### src/rtl/riscv_ctrl_pkg.sv
// Shared encodings for the multi-cycle RV64 control FSM: opcodes, states, classes, control codes.
// No logic of its own; the opcode decode helper is purely combinational.
// Backpressure: not applicable.
package riscv_ctrl_pkg;

    localparam logic [6:0] OPC_LOAD  = 7'b0000011;
    localparam logic [6:0] OPC_OPIMM = 7'b0010011;
    localparam logic [6:0] OPC_JALR  = 7'b1100111;
    localparam logic [6:0] OPC_STORE = 7'b0100011;
    localparam logic [6:0] OPC_OP    = 7'b0110011;

    typedef enum logic [2:0] {
        ST_FETCH  = 3'd0,
        ST_DECODE = 3'd1,
        ST_EXEC   = 3'd2,
        ST_MEM    = 3'd3,
        ST_WB     = 3'd4,
        ST_HALT   = 3'd5
    } state_t;

    typedef enum logic [2:0] {
        CLS_LOAD  = 3'd0,
        CLS_OPIMM = 3'd1,
        CLS_JALR  = 3'd2,
        CLS_STORE = 3'd3,
        CLS_OP    = 3'd4
    } class_t;

    typedef logic [1:0] imm_type_t;
    typedef logic [1:0] wb_sel_t;
    typedef logic [1:0] alu_op_t;

    localparam imm_type_t IMM_NONE = 2'b00;
    localparam imm_type_t IMM_I    = 2'b01;
    localparam imm_type_t IMM_S    = 2'b10;

    localparam wb_sel_t WB_ALU = 2'b00;
    localparam wb_sel_t WB_MEM = 2'b01;
    localparam wb_sel_t WB_PC4 = 2'b10;

    localparam alu_op_t ALU_ADD   = 2'b00;
    localparam alu_op_t ALU_RTYPE = 2'b01;
    localparam alu_op_t ALU_ITYPE = 2'b10;

    typedef struct packed {
        logic   vld;
        class_t cls;
    } dec_t;

    function automatic dec_t decode_opcode(input logic [6:0] opc);
        dec_t d;
        d.vld = 1'b1;
        d.cls = CLS_LOAD;
        case (opc)
            OPC_LOAD:  d.cls = CLS_LOAD;
            OPC_OPIMM: d.cls = CLS_OPIMM;
            OPC_JALR:  d.cls = CLS_JALR;
            OPC_STORE: d.cls = CLS_STORE;
            OPC_OP:    d.cls = CLS_OP;
            default:   d.vld = 1'b0;
        endcase
        return d;
    endfunction

    function automatic imm_type_t imm_type_of(input class_t cls);
        case (cls)
            CLS_LOAD, CLS_OPIMM, CLS_JALR: return IMM_I;
            CLS_STORE:                     return IMM_S;
            default:                       return IMM_NONE;
        endcase
    endfunction

endpackage

### src/rtl/ctrl_timeout_cnt.sv
// Wait-cycle counter for memory handshakes; tc flags MEM_TIMEOUT-1 unacknowledged cycles.
// Latency: tc is a registered compare, visible the cycle the count lands on the threshold.
// Backpressure: none; clr wins over en, and the count saturates at the threshold.
module ctrl_timeout_cnt #(
    parameter int MEM_TIMEOUT = 16,
    parameter int CNT_W       = 8
) (
    input  logic clk,
    input  logic rst,
    input  logic clr,
    input  logic en,
    output logic tc
);

    localparam logic [CNT_W-1:0] LAST = CNT_W'(MEM_TIMEOUT - 1);

    logic [CNT_W-1:0] cnt_q;

    always_ff @(posedge clk or posedge rst) begin
        if (rst) begin
            cnt_q <= '0;
        end else if (clr) begin
            cnt_q <= '0;
        end else if (en && !tc) begin
            cnt_q <= cnt_q + CNT_W'(1);
        end
    end

    assign tc = (cnt_q == LAST);

endmodule

### src/rtl/multicycle_ctrl.sv
// Multi-cycle FETCH/DECODE/EXEC/MEM/WB sequencer for the RV64 core; HALT on bad opcode or stalled memory.
// Latency: 4 cycles for OP/OPIMM/JALR/STORE, 5 for LOAD, plus one per memory wait cycle.
// Backpressure: waits in FETCH/MEM on single-cycle acks; a shared counter times out stalled requests.
module multicycle_ctrl
    import riscv_ctrl_pkg::*;
#(
    parameter int MEM_TIMEOUT = 16,
    parameter int CNT_W       = 8
) (
    input  logic        clk,
    input  logic        rst,
    input  logic [31:0] inst_code,
    output logic        imem_req,
    input  logic        imem_ack,
    output logic        dmem_req,
    output logic        dmem_we,
    input  logic        dmem_ack,
    output logic        ir_we,
    output logic        pc_we,
    output logic        pc_src,
    output logic        rf_we,
    output logic [1:0]  wb_sel,
    output logic        alu_src_imm,
    output logic [1:0]  alu_op,
    output logic [1:0]  imm_type,
    output logic        retire,
    output logic        illegal,
    output logic        timeout,
    output logic [2:0]  state_dbg
);

    state_t state_q, state_d;
    class_t cls_q;
    class_t cur_cls;
    dec_t   dec;
    logic   illegal_q, timeout_q;
    logic   illegal_set, timeout_set;
    logic   cnt_clr, cnt_en, cnt_tc;
    logic   unused_inst;

    assign dec         = decode_opcode(inst_code[6:0]);
    assign unused_inst = ^inst_code[31:12];

    // In DECODE the class register is still being loaded, so use the live decode.
    assign cur_cls = (state_q == ST_DECODE) ? dec.cls : cls_q;

    ctrl_timeout_cnt #(
        .MEM_TIMEOUT (MEM_TIMEOUT),
        .CNT_W       (CNT_W)
    ) u_timeout_cnt (
        .clk (clk),
        .rst (rst),
        .clr (cnt_clr),
        .en  (cnt_en),
        .tc  (cnt_tc)
    );

    always_ff @(posedge clk or posedge rst) begin
        if (rst) begin
            state_q   <= ST_FETCH;
            cls_q     <= CLS_LOAD;
            illegal_q <= 1'b0;
            timeout_q <= 1'b0;
        end else begin
            state_q <= state_d;
            if (state_q == ST_DECODE && dec.vld) begin
                cls_q <= dec.cls;
            end
            if (illegal_set) begin
                illegal_q <= 1'b1;
            end
            if (timeout_set) begin
                timeout_q <= 1'b1;
            end
        end
    end

    always_comb begin
        state_d     = state_q;
        imem_req    = 1'b0;
        dmem_req    = 1'b0;
        dmem_we     = 1'b0;
        ir_we       = 1'b0;
        pc_we       = 1'b0;
        pc_src      = 1'b0;
        rf_we       = 1'b0;
        wb_sel      = WB_ALU;
        alu_src_imm = 1'b0;
        alu_op      = ALU_ADD;
        imm_type    = IMM_NONE;
        retire      = 1'b0;
        illegal_set = 1'b0;
        timeout_set = 1'b0;
        cnt_clr     = 1'b1;
        cnt_en      = 1'b0;

        // Outputs are forced quiet while reset is held, even though state already reads FETCH.
        if (!rst) begin
            if (state_q == ST_EXEC || state_q == ST_MEM || state_q == ST_WB) begin
                alu_src_imm = (cur_cls != CLS_OP);
                alu_op      = (cur_cls == CLS_OP)    ? ALU_RTYPE :
                              (cur_cls == CLS_OPIMM) ? ALU_ITYPE : ALU_ADD;
                imm_type    = imm_type_of(cur_cls);
            end

            case (state_q)
                ST_FETCH: begin
                    imem_req = 1'b1;
                    cnt_clr  = imem_ack;
                    cnt_en   = !imem_ack;
                    if (imem_ack) begin
                        ir_we   = 1'b1;
                        state_d = ST_DECODE;
                    end else if (cnt_tc) begin
                        timeout_set = 1'b1;
                        state_d     = ST_HALT;
                    end
                end
                ST_DECODE: begin
                    if (dec.vld) begin
                        imm_type = imm_type_of(dec.cls);
                        state_d  = ST_EXEC;
                    end else begin
                        illegal_set = 1'b1;
                        state_d     = ST_HALT;
                    end
                end
                ST_EXEC: begin
                    state_d = (cur_cls == CLS_LOAD || cur_cls == CLS_STORE) ? ST_MEM : ST_WB;
                end
                ST_MEM: begin
                    dmem_req = 1'b1;
                    dmem_we  = (cur_cls == CLS_STORE);
                    cnt_clr  = dmem_ack;
                    cnt_en   = !dmem_ack;
                    if (dmem_ack) begin
                        if (cur_cls == CLS_STORE) begin
                            pc_we   = 1'b1;
                            retire  = 1'b1;
                            state_d = ST_FETCH;
                        end else begin
                            state_d = ST_WB;
                        end
                    end else if (cnt_tc) begin
                        timeout_set = 1'b1;
                        state_d     = ST_HALT;
                    end
                end
                ST_WB: begin
                    pc_we   = 1'b1;
                    retire  = 1'b1;
                    pc_src  = (cur_cls == CLS_JALR);
                    wb_sel  = (cur_cls == CLS_LOAD) ? WB_MEM :
                              (cur_cls == CLS_JALR) ? WB_PC4 : WB_ALU;
                    rf_we   = (inst_code[11:7] != 5'd0);
                    state_d = ST_FETCH;
                end
                ST_HALT: begin
                    state_d = ST_HALT;
                end
                default: begin
                    state_d = ST_HALT;
                end
            endcase
        end
    end

    assign illegal   = illegal_q;
    assign timeout   = timeout_q;
    assign state_dbg = state_q;

endmodule

### config.mk
export PLATFORM = sky130hd
export DESIGN_NAME = multicycle_ctrl
export DESIGN_NICKNAME = d
export VERILOG_FILES = /design/src/rtl/riscv_ctrl_pkg.sv /design/src/rtl/ctrl_timeout_cnt.sv /design/src/rtl/multicycle_ctrl.sv
export SDC_FILE = /design/constraint.sdc
export NUM_CORES = 1
export LEC_CHECK = 0
export CAP_MARGIN = 10
export CORE_UTILIZATION = 42
export CTS_CLUSTER_SIZE = 25
export DETAILED_ROUTE_END_ITERATION = 12
export PLACE_DENSITY = 0.79
export REMOVE_ABC_BUFFERS = 1
export SYNTH_ARGS = -nofsm -noshare
export SYNTH_HDL_FRONTEND = slang
export SYNTH_HIERARCHICAL = 1
export SYNTH_SLANG_ARGS = --single-unit
### constraint.sdc
create_clock -name clk -period 3 [get_ports clk]
set_clock_uncertainty 0.2 [all_clocks]
set_input_delay 0.6 -clock clk [delete_from_list [all_inputs] [get_ports clk]]
set_output_delay 0.6 -clock clk [all_outputs]
set_load 0.03 [all_outputs]
==> results.py <==
metrics = {
    "run_status": {
        "outcome": "finished, violations left",
        "violations": "negative setup slack",
    },
    "synthesis": {
        "yosysSeqAreaShare_pct": 31.65,
        "async_reset_ff_share_pct": 100.0,
        "ys_warn_count": 6,
        "yosys.area.top_type": "dfrtp_1",
        "synth-xor-area-share_pct": 2.770,
        "synth_simple_gate_area_share_pct": 30.76,
        "synth-main-ff-cell": "dfrtp_1",
        "synth_mux_area_share_pct": 3.660,
        "avgSynthCellArea_um2": 8.377,
        "synth_top_area_share_pct": 31.65,
        "synthesis.area_um2": 1265,
        "synth_top_family_by_area": "simple AND/OR/NAND/NOR gates",
        "synth_area_leaders": "dfrtp_1, nand2_1, a21oi_1, xnor2_1, nor2_1",
        "ys_types": 56,
        "ys_ff_latch": 16,
        "synth_edf_count": 0,
        "syn_inst": 151,
        "synth-adder-area-share_pct": 0.9891,
        "synth_compound_area_share_pct": 24.83,
    },
    "clock_network": {
        "ctsHoldBuffers": 0,
        "h-tree-depth": 1,
        "clk_pin_slew_ns": 0.10,
        "cts_buffers": 3,
        "clkLatencyLatePin_ns": 0.31,
        "cts_tree": "done",
        "root_buffer": "clkbuf_4",
        "cts.sinks": 16,
        "clockBufferDepth": 2,
    },
    "final_layout": {
        "stdcell_count": 257,
        "area_delta_synth_final_pct": 67.26,
        "antenna_cells": 0,
        "drive_gt1_share_pct": 39.38,
        "final_area_um2": 2116,
        "final_core_util_pct": 75.42,
        "layout.nets": 264,
    },
    "power_and_ir_drop": {
        "power.total_mw": 0.9842,
        "swShare_pct": 41.56,
        "pwr-share-clk_pct": 15.6,
        "combPwrFrac_pct": 59.5,
        "internal_power_mw": 0.5752,
        "p_switching_mw": 0.4090,
        "p_leak_nw": 0.9526,
        "power_frac_seq_pct": 25.0,
        "power_density_nw_per_um2": 465.1,
        "peakVddDrop_mv": 0.3097,
    },
    "placed_design": {
        "place.gp.congestion": 0.8927,
        "placed_cells": 240,
        "dpl_worst_slack_ns": -0.6071,
        "place_area_um2": 1814,
        "io_buffers": 35,
        "place_hpwl_um": 2809,
    },
    "flow_run": {
        "maxCapViolCount": 0,
    },
    "setup_path": {
        "r2r-start": "state_dbg[2]$_DFFE_PP0N_",
        "path_cells": "or3b_4 -> or4_4 -> o21a_1 -> buf_6 -> nor3b_4 -> a21bo_1 -> buf_6",
        "critPathCaptureType": "primary output",
        "crit_start": "state_dbg[2]$_DFFE_PP0N_",
        "worstSetupStartpointType": "flip-flop",
        "slowest_delay_ns": 0.57,
        "slowest_stage": "or4_4",
        "worstPathMaxFanout": 3,
        "cp_common_cell": "buf_6",
        "crit_arrival_ns": 2.54,
        "crit_type": "flip-flop to primary output",
        "cp_num_buf_inv": 2,
        "cpLargestDelayFamily": "simple AND/OR/NAND/NOR gates",
        "worstPathRequired_ns": 2.20,
    },
    "floorplan": {
        "die_w_um": 56.88,
        "dieArea_um2": 3235,
        "num_rows": 19,
        "io-pin-count": 56,
        "initial_utilization_pct": 45.09,
        "dieHeight_um": 56.88,
        "coreArea_um2": 2805,
    },
    "routing": {
        "drcViolationCount": 0,
        "final_antenna_net_count": 0,
        "dr.first_iter.drc_count": 76,
        "num_vias": 1576,
        "wirelength_um": 4543,
        "viasPerCell": 6.132,
        "wl_per_cell_um": 17.68,
        "drtPass1Iterations": 4,
    },
    "global_routing": {
        "grt.overflow.total": 0,
        "grt_pass1_vias": 1665,
        "grt_pass1_wl_um": 7314,
        "antenna_found_initial": 0,
        "grt_usage_pct": 29.19,
        "grt_max_degree": 16,
    },
    "sta": {
        "finalSetupViolCount": 11,
        "period_share_pct": 111.4,
        "setup_ws_ns": -0.3410,
        "rsz0062_at_grt": "yes",
        "worst_pin_slew_ns": 0.4107,
        "finalSetupTns_ns": -2.760,
        "slew_headroom_pct": 72.37,
        "hold_viol_final": 0,
        "min_period_ns": 3.341,
        "hold_slack_ns": 0.2731,
        "fmax_ghz": 0.2993,
        "finalMaxSlewViolations": 0,
    },
    "min_path": {
        "min_path_type": "flip-flop to flip-flop",
        "min-delay-start": "timeout$_DFFE_PP0P_",
    },
}
==> cell families (layout without fill, tap and decap cells) <==
| family | count (synthesis) | after routing |
|---|---|---|
| compound gates | 43 | 43 |
| xor+xnor | 4 | 4 |
| fa+ha+maj | 1 | 1 |
| buf+inv | 15 | 90 |
| flops | 16 | 16 |
| mux | 4 | 4 |
| simple gates | 68 | 68 |
==> cell usage in the layout (no fill, tap or decap), types with 3 or more instances in the layout <==
master	count
nand3_1	4
nand2_1	12
nor3_1	3
buf_6	12
a21oi_1	6
xnor2_1	3
a21o_1	3
buf_4	46
nor2_1	9
clkdlybuf4s50_1	16
dfrtp_1	16
nor2b_1	4
clkbuf_4	3
inv_1	8
dlygate4sd2_1	3
o21ai_0	6
==> per-layer routing <==
| metal | GRT usage [%] | vias up | share of wire (%) |
|---|---|---|---|
| li1 | - | 715 | - |
| met1 | 30.99 | 755 | 36 |
| met2 | 52.27 | 82 | 53 |
| met3 | 3.456 | 24 | 5.1 |
| met4 | 21.60 | 0 | 5.3 |
| met5 | 0 | - | 0 |
==> final timing paths <==
path | cells past startpoint | end | slack, ns
max | 7 | pc_we | -0.34
min | 1 | timeout$_DFFE_PP0P_ | 0.27
max reg2reg | 10 | state_dbg[1]$_DFFE_PP0N_ | 0.29
min reg2reg | 1 | timeout$_DFFE_PP0P_ | 0.27
max in group asynchronous | 3 | u_timeout_cnt/cnt_q[4]$_DFFE_PP0P_ | 1.79
min in group asynchronous | 3 | cls_q[2]$_DFFE_PP0P_ | 0.46
==> flip-flops by register name, summed over array words and instances, names as in the netlist <==
| signal | cells |
|---|---|
| cls_q | 3 |
| u_timeout_cnt/cnt_q | 8 |
| state_dbg | 3 |
| timeout | 1 |
| illegal | 1 |
==> power by group through the flow <==
| stage | clock network, mW | registers [mW] | logic (mW) |
|---|---|---|---|
| after global placement | 0 | 0.247 | 0.438 |
| after global routing | 0.157 | 0.247 | 0.615 |
| after CTS | 0.152 | 0.245 | 0.521 |
| after floorplan | 0 | 0.302 | 0.187 |
| final | 0.153 | 0.246 | 0.585 |
| after detailed placement | 0 | 0.248 | 0.447 |
==> cell usage after synthesis (2+ instances only) <==
cell,count
o21a_1,2
o22ai_1,2
nand2_2,2
nand2_1,13
xnor2_1,4
nor2_1,9
o31a_1,2
nand4_1,2
and3_1,2
nor2b_1,5
mux2i_1,2
nand2b_1,2
or2_2,3
nor3b_1,3
and2_1,2
nor3_1,5
nor4_1,3
nand3_1,5
a21oi_1,8
o31ai_1,4
inv_1,8
dfrtp_1,16
a21o_1,3
or3_1,3
clkbuf_1,4
o2111ai_1,2
o21ai_0,6
==> layout make-up <==
cell class,instances,area [µm²]
Clock buffer,4,36.28
Fill cell,177,689.4
Inverter,8,30.03
Multi-Input combinational cell,120,930.9
Sequential cell,16,400.4
Tap cell,31,38.79
Timing Repair Buffer,78,679.4
==> worst reg2reg max path: cells and delay by family, from the launching register on <==
family	cells	cell delay [ns]
and+or+nand+nor	3	1.07
DFF	1	0.40
buffers and inverters	5	0.59
AOI/OAI and AO/OA	1	0.28
xor gates and xnor gates	1	0.10
==> what timing repair did <==
| action | 4_1_cts | 5_1_grt |
|---|---|---|
| buffers inserted | 10 | 3 |
| gates resized for setup | 53 | 16 |
| setup endpoints to repair | 11 | 11 |
| pin swaps | 10 | 8 |
| gates cloned | 0 | 0 |
No activity file was read; power rests on OpenSTA's default activity.
